`config.mk`:
```
export PLATFORM = sky130hd
export DESIGN_NAME = video_timing_gen
export DESIGN_NICKNAME = d
export VERILOG_FILES = /design/src/rtl/video_timing_gen.sv
export SDC_FILE = /design/constraint.sdc
export NUM_CORES = 1
export LEC_CHECK = 0
export ABC_AREA = 1
export CAP_MARGIN = 20
export CORE_MARGIN = 2
export CORE_UTILIZATION = 53
export CTS_CLUSTER_SIZE = 20
export DETAILED_ROUTE_END_ITERATION = 10
export PLACE_DENSITY = 0.86
export SYNTH_ARGS = -nofsm -noshare
export SYNTH_HDL_FRONTEND = slang
export SYNTH_SLANG_ARGS = --single-unit
export TNS_END_PERCENT = 20
```
`constraint.sdc`:
```
create_clock -name clk -period 3.1 [get_ports clk]
set_input_delay 0.62 -clock clk [delete_from_list [all_inputs] [get_ports clk]]
set_output_delay 0.62 -clock clk [all_outputs]
set_load 0.005 [all_outputs]
```
`src/rtl/video_timing_gen.sv`:
```
// Raster timing generator: pixel/line counters, display enable, frame/vblank/prefetch
// strobes, line-compare and vblank interrupts, and a completed-frame counter.
module video_timing_gen #(
    parameter int H_ACTIVE    = 320,
    parameter int V_ACTIVE    = 240,
    parameter int H_BLANK     = 80,
    parameter int V_BLANK     = 80,
    parameter int PREFETCH    = 8,
    parameter int FRAME_CNT_W = 16,
    localparam int H_TOTAL    = H_ACTIVE + H_BLANK,
    localparam int V_TOTAL    = V_ACTIVE + V_BLANK,
    localparam int HC_W       = $clog2(H_TOTAL),
    localparam int VC_W       = $clog2(V_TOTAL)
) (
    input  logic                   clk,
    input  logic                   rst_n,
    input  logic                   en,
    input  logic [VC_W-1:0]        lyc,
    input  logic                   irq_ack,
    output logic [HC_W-1:0]        x,
    output logic [VC_W-1:0]        y,
    output logic                   de,
    output logic                   frame_start,
    output logic                   vblank_start,
    output logic                   line_fetch,
    output logic [VC_W-1:0]        fetch_y,
    output logic [FRAME_CNT_W-1:0] frame_cnt,
    output logic                   vblank_irq,
    output logic                   line_irq
);

    generate
        if (PREFETCH < 1 || PREFETCH > H_BLANK) begin : g_bad_prefetch
            $error("video_timing_gen: PREFETCH must lie in 1..H_BLANK");
        end
    endgenerate

    localparam logic [HC_W-1:0] X_LAST  = HC_W'(H_TOTAL - 1);
    localparam logic [HC_W-1:0] X_FETCH = HC_W'(H_TOTAL - PREFETCH);
    localparam logic [VC_W-1:0] Y_LAST  = VC_W'(V_TOTAL - 1);

    logic [HC_W-1:0]        x_reg, x_next;
    logic [VC_W-1:0]        y_reg, y_next;
    logic [FRAME_CNT_W-1:0] frame_cnt_reg, frame_cnt_next;
    logic                   vblank_irq_reg, vblank_irq_next;
    logic                   line_irq_reg, line_irq_next;
    logic [VC_W-1:0]        next_y;
    logic                   run;
    logic                   line_match;

    // Decoded outputs are also held low while reset is asserted, even with en=1.
    assign run = en & rst_n;

    always_comb begin
        x_next         = x_reg;
        y_next         = y_reg;
        frame_cnt_next = frame_cnt_reg;
        if (en) begin
            if (x_reg == X_LAST) begin
                x_next = '0;
                if (y_reg == Y_LAST) begin
                    y_next         = '0;
                    frame_cnt_next = frame_cnt_reg + 1'b1;
                end else begin
                    y_next = y_reg + 1'b1;
                end
            end else begin
                x_next = x_reg + 1'b1;
            end
        end
    end

    // Line that follows the current one; the last vblank line is followed by line 0.
    assign next_y = (y_reg == Y_LAST) ? '0 : y_reg + 1'b1;

    always_comb begin
        de           = run && (int'(x_reg) < H_ACTIVE) && (int'(y_reg) < V_ACTIVE);
        frame_start  = run && (x_reg == '0) && (y_reg == '0);
        vblank_start = run && (x_reg == '0) && (int'(y_reg) == V_ACTIVE);
        line_fetch   = run && (x_reg == X_FETCH) && (int'(next_y) < V_ACTIVE);
        fetch_y      = line_fetch ? next_y : '0;
        line_match   = run && (x_reg == '0) && (y_reg == lyc);
    end

    // A set condition overrides a simultaneous acknowledge.
    always_comb begin
        vblank_irq_next = vblank_start | (vblank_irq_reg & ~irq_ack);
        line_irq_next   = line_match | (line_irq_reg & ~irq_ack);
    end

    always_ff @(posedge clk or negedge rst_n) begin
        if (!rst_n) begin
            x_reg          <= '0;
            y_reg          <= '0;
            frame_cnt_reg  <= '0;
            vblank_irq_reg <= 1'b0;
            line_irq_reg   <= 1'b0;
        end else begin
            x_reg          <= x_next;
            y_reg          <= y_next;
            frame_cnt_reg  <= frame_cnt_next;
            vblank_irq_reg <= vblank_irq_next;
            line_irq_reg   <= line_irq_next;
        end
    end

    assign x          = x_reg;
    assign y          = y_reg;
    assign frame_cnt  = frame_cnt_reg;
    assign vblank_irq = vblank_irq_reg;
    assign line_irq   = line_irq_reg;

endmodule
```
Word level (Yosys, flattened, before mapping). Cells that the tools add are included.

Bits in registers: 36. Input bits: 13.

Add/subtract/negate cells: 3. Magnitude comparators: 3. Equality and inequality tests: 5. Muxes and demuxes: 3. Bitwise operators: 6. Reductions and logical operators: 12.

Operators with widths (count): 9-bit equality test (second input constant) (4); 9-bit two-way mux (3); 9-bit by 1-bit adder with 9-bit output (second input constant) (2); 9-bit zero test (2); 9-bit by 8-bit less-than comparator with 1-bit output (second input constant) (2); 16-bit by 1-bit adder with 16-bit output (second input constant) (1); 9-bit equality test (1); 9-bit less-than comparator (second input constant) (1); 1-bit logical AND (8); 1-bit AND (3); 3-bit AND reduction (1); 1-bit OR (2); 2-bit AND reduction (1); 1-bit inverter (1).

Logic depth before layout (Yosys ltp).
Depth after elaboration: 5. Mapped depth: 10.

Worst setup path before layout. OpenSTA, ideal clock, no wires.

Path type: reg-to-output. Start point: register y_reg[0], in the netlist y[0]. End point: output fetch_y[0]. Data arrival time: 1.410 ns. Data required time: 2.480 ns. Setup slack: 1.070 ns. Cell stages (with the launch flop): 9. Path buffers: 0. Cells stage by stage: dfrtp_1 -> ha_1 -> nand3_2 -> nor2_4 -> nand2_1 -> a21oi_1 -> nand3_1 -> nand2_2 -> nor2_1.

Word-level cells in the longest chain between the ends: 5.

RTL lines: from (decl) (line 43) `logic [VC_W-1:0] y_reg, y_next;`; from (signal assigned) (line 100) `y_reg <= y_next;`; 9-bit by 1-bit adder with 9-bit output / 9-bit equality test (equally long branches) (line 74) `assign next_y = (y_reg == Y_LAST) ? '0 : y_reg + 1'b1;`; 9-bit two-way mux (*) (line 74); 9-bit by 8-bit less-than comparator with 1-bit output (line 80) `line_fetch = run && (x_reg == X_FETCH) && (int'(next_y) < V_ACTIVE);`; 1-bit logical AND (line 80); 9-bit two-way mux (*) (line 81) `fetch_y = line_fetch ? next_y : '0;`; to (decl) (line 26) `output logic [VC_W-1:0] fetch_y,`.

Mark *: on every way between the ends. The rest lies on a longest branch, timed or not.

Worst setup path after layout.
Start point: register y_reg[5], in the netlist y[5]. End point: output fetch_y[0].

Same word-level chain as after synthesis.

==> summary.md <==
| Metric | Value |
|---|---|
| Flop pwr share | `49.1%` |
| Crit path largest cell delay | `520 ps` |
| Top FF cell, synth | `dfrtp_1` |
| Tot GR Track Use | `23.8%` |
| Psw | `0.318 mW` |
| Critical Path RT | `2480 ps` |
| Setup crit end kind | `output port` |
| WL final | `5.65 mm` |
| Hold EP | `line_irq` |
| Clock power frac | `31.4%` |
| Core Area | `0.00429 mm2` |
| Max Freq | `0.341 GHz` |
| Final period utilization | `94.6%` |
| Crit path max fanout | `8` |
| Share of post-route cells with drive strength above 1 | `9.09%` |
| Vias in the first global route | `2129` |
| Max FFs per register | `16` |
| Synth Instances | `317` |
| Total area of sequential cells | `902 um2` |
| Initial antenna violation count | `0` |
| Post-synth net total | `335` |
| Outcome | `completed` |
| DIE WIDTH | `70.4 um` |
| Multiplexer share of the synthesized area | `0%` |
| Avg Inst Size Synth | `7.37 um2` |
| Die area | `0.00496 mm2` |
| Logic gate share of total power | `19.5%` |
| Post-synthesis compound-gate area fraction | `7.55%` |
| Endpoints failing setup | `0` |
| Worst min-delay path class | `flop to flop` |
| Worst Max-Slew Pin Slew | `595 ps` |
| R2R Path Start | `x[4]` |
| Hold_sp | `line_irq` |
| Switching share of power | `28.6%` |
| Largest net degree at the start of global routing | `37` |
| CP Launch Type | `flop` |
| Setup_tns | `0 ps` |
| Ys async rst share | `100%` |
| CTS root buf | `clkbuf_8` |
| Avg Vias per Cell | `5.28` |
| YS warnings | `0` |
| Main combinational cell family by area after synthesis | `simple AND/OR/NAND/NOR gates` |
| Routed vias | `2306` |
| Post-synthesis cell area | `0.00234 mm2` |
| Critical path class | `flop to output port` |
| Synth cell types | `36` |
| Final Non-Filler Cells | `437` |
| Synth Area in Simple Gates | `36.0%` |
| Gpl congestion | `0.964` |
| Hold path cells | `2` |
| I/O Buffers | `60` |
| Post-synthesis adder-cell area fraction | `2.68%` |
| Max Cap Viol | `0` |
| Dpl hpwl | `4.38 mm` |
| GR Overflow Total | `0` |
| Top cell type's share of synthesized area | `38.5%` |
| Reg2reg path depth | `7` |
| TritonRoute pass-1 iters | `5` |
| Placed cell count | `428` |
| Filler instances | `352` |
| Count leader, synth | `nand2_1` |
| Residual DRC | `0` |
| Total Nets Final | `402` |
| Number of flops mapped to enable cells by yosys | `0` |
| Slack of the worst reg-to-reg path | `1390 ps` |
| Post-Synth XOR/XNOR Area | `6.00%` |
| Pwr Density | `357 mW/mm2` |
| Clock-pin slew on the worst setup and hold paths | `70 ps` |
| Cell Int Power | `0.795 mW` |
| I/O pin cnt | `62` |
| Clk_lat worst skew | `290 ps` |
| DRT iter0 DRCs | `180` |
| TritonCTS buffer count | `5` |
| Antenna Nets Post-Route | `0` |
| Area contributors post-synth | `dfrtp_1, nand2_1, inv_1` |
| Area occupied by multi-input gates | `0.00124 mm2` |
| CTS sink cnt | `36` |
| Critical-path cell list | `nand2_2 > nor2_1 > nand3_1 > nand3_1 > nand2_1 > clkinv_1 > nand2_4 > nor2_1 > clkdlybuf4s50_1` |
| H-Tree Level Count | `2` |
| Worst slew margin | `60.0%` |
| Initial Util | `54.4%` |
| Unrepaired setup endpoints after global routing | `false` |
| FF+latch count, synth | `36` |
| Fin. Hold Viols | `0` |
| Largest area contributor in the netlist | `dfrtp_1` |
| First-pass GRT wire length | `9.50 mm` |
| CTS tree | `built` |
| Rows | `24` |
| Die H | `70.4 um` |
| Final min period | `2930 ps` |
| Synth cell count leaders | `nand2_1, inv_1, nor2_1` |
| Max Slew Vio Count | `0` |
| Bufs on Longest Clock Path | `2` |
| Area Overhead vs Synth | `33.6%` |
| Clk_skew | `5.21 ps` |
| Routed length per instance | `12.9 um` |
| Lkg Pwr | `1.55 nW` |
| Max VDD drop | `0.272 mV` |
| Slowest CP cell | `dfrtp_1` |
| WP data arrival | `2310 ps` |
| Worst R2R End | `frame_cnt[7]` |
| Diode count | `0` |
| Sequential-to-total area share from yosys stat | `38.5%` |
-- power by group through the flow --
stage                     clock (mW)  combinational (mW)  sequential [mW]
after floorplan                    0              0.0989            0.550
after global placement             0               0.210            0.555
after detailed placement           0               0.218            0.555
after CTS                      0.355               0.220            0.546
after global routing           0.370               0.243            0.554
final                          0.350               0.217            0.546
-- timing repair --
item                                    4_1_cts  5_1_grt
endpoints found under the setup margin        0        9
hold buffers                                  0        0
gates resized for setup                       0        8
setup buffers                                 0        1
-- critical path: cells and delay by family (launching register included) --
| family | cells | cell delay [ps] |
|---|---|---|
| buffers and inverters | 2 | 600 |
| AND/OR/NAND/NOR | 7 | 900 |
| flip-flops | 1 | 520 |
-- through the flow --
step	hold WS, ps	setup slack [ps]	util [%]	total power, mW	cell area (um2)
final	488	167	72.7	1.11	3120
after global routing	520	43.7	72.7	1.17	3120
after CTS	488	8.90	72.1	1.12	3100
after detailed placement	470	20.3	70.0	0.773	3010
after global placement	460	83.7	70.0	0.765	3010
after floorplan	324	1070	-	0.648	2340
-- placed cells by master (no fill, tap or decap), types with 2 or more instances in the layout --
cell type	instances
nor2_1	38
ha_1	4
a21boi_0	2
a21oi_1	4
o21ai_0	15
clkdlybuf4s50_1	58
or2_2	2
nand4_1	7
buf_4	6
clkbuf_8	6
nor3_1	5
inv_1	43
nand2_1	86
nor2_8	2
xor2_1	6
nand3_1	18
nand3b_1	2
xnor2_1	10
o21ai_1	5
clkbuf_1	2
nand2_2	2
nand2_4	4
o2111ai_1	2
inv_2	2
dlymetal6s2s_1	2
dfrtp_1	35
nor3_2	3
-- worst max path at each step --
stage | cells past startpoint | slack [ps] | startpoint | end
floorplan | 8 | 1070 | y[0] | fetch_y[0]
CTS | 10 | 9 | rst_n | fetch_y[3]
detailed placement | 10 | 20 | rst_n | fetch_y[3]
global route | 10 | 40 | y[1] | fetch_y[6]
finish | 9 | 170 | y[5] | fetch_y[0]
global placement | 10 | 80 | rst_n | fetch_y[5]
-- metal layers --
metal	GRT usage (%)	share of wire, %	up-vias	wire (um)
li1	-	-	1130	-
met1	30.6	43	1096	2430
met2	41.4	51	75	2880
met3	3.32	5.0	5	281
met4	7.05	1.2	0	68
met5	0	0	-	0
-- logic make-up after synthesis --
group / after synthesis
adder cells (fa/ha/maj): 5
flip-flops: 36
XOR/XNOR: 16
other: 1
buffers and inverters: 53
AND/OR/NAND/NOR: 175
AO/OA/AOI/OAI: 31
-- cell type report --
type / count / area share, %
Sequential cell: 36 / 28.9
Inverter: 47 / 5.69
Multi-Input combinational cell: 228 / 39.6
Timing Repair Buffer: 66 / 20.8
Tap cell: 52 / 2.08
Clock buffer: 8 / 2.88
Power figures use the tool's default switching activity.
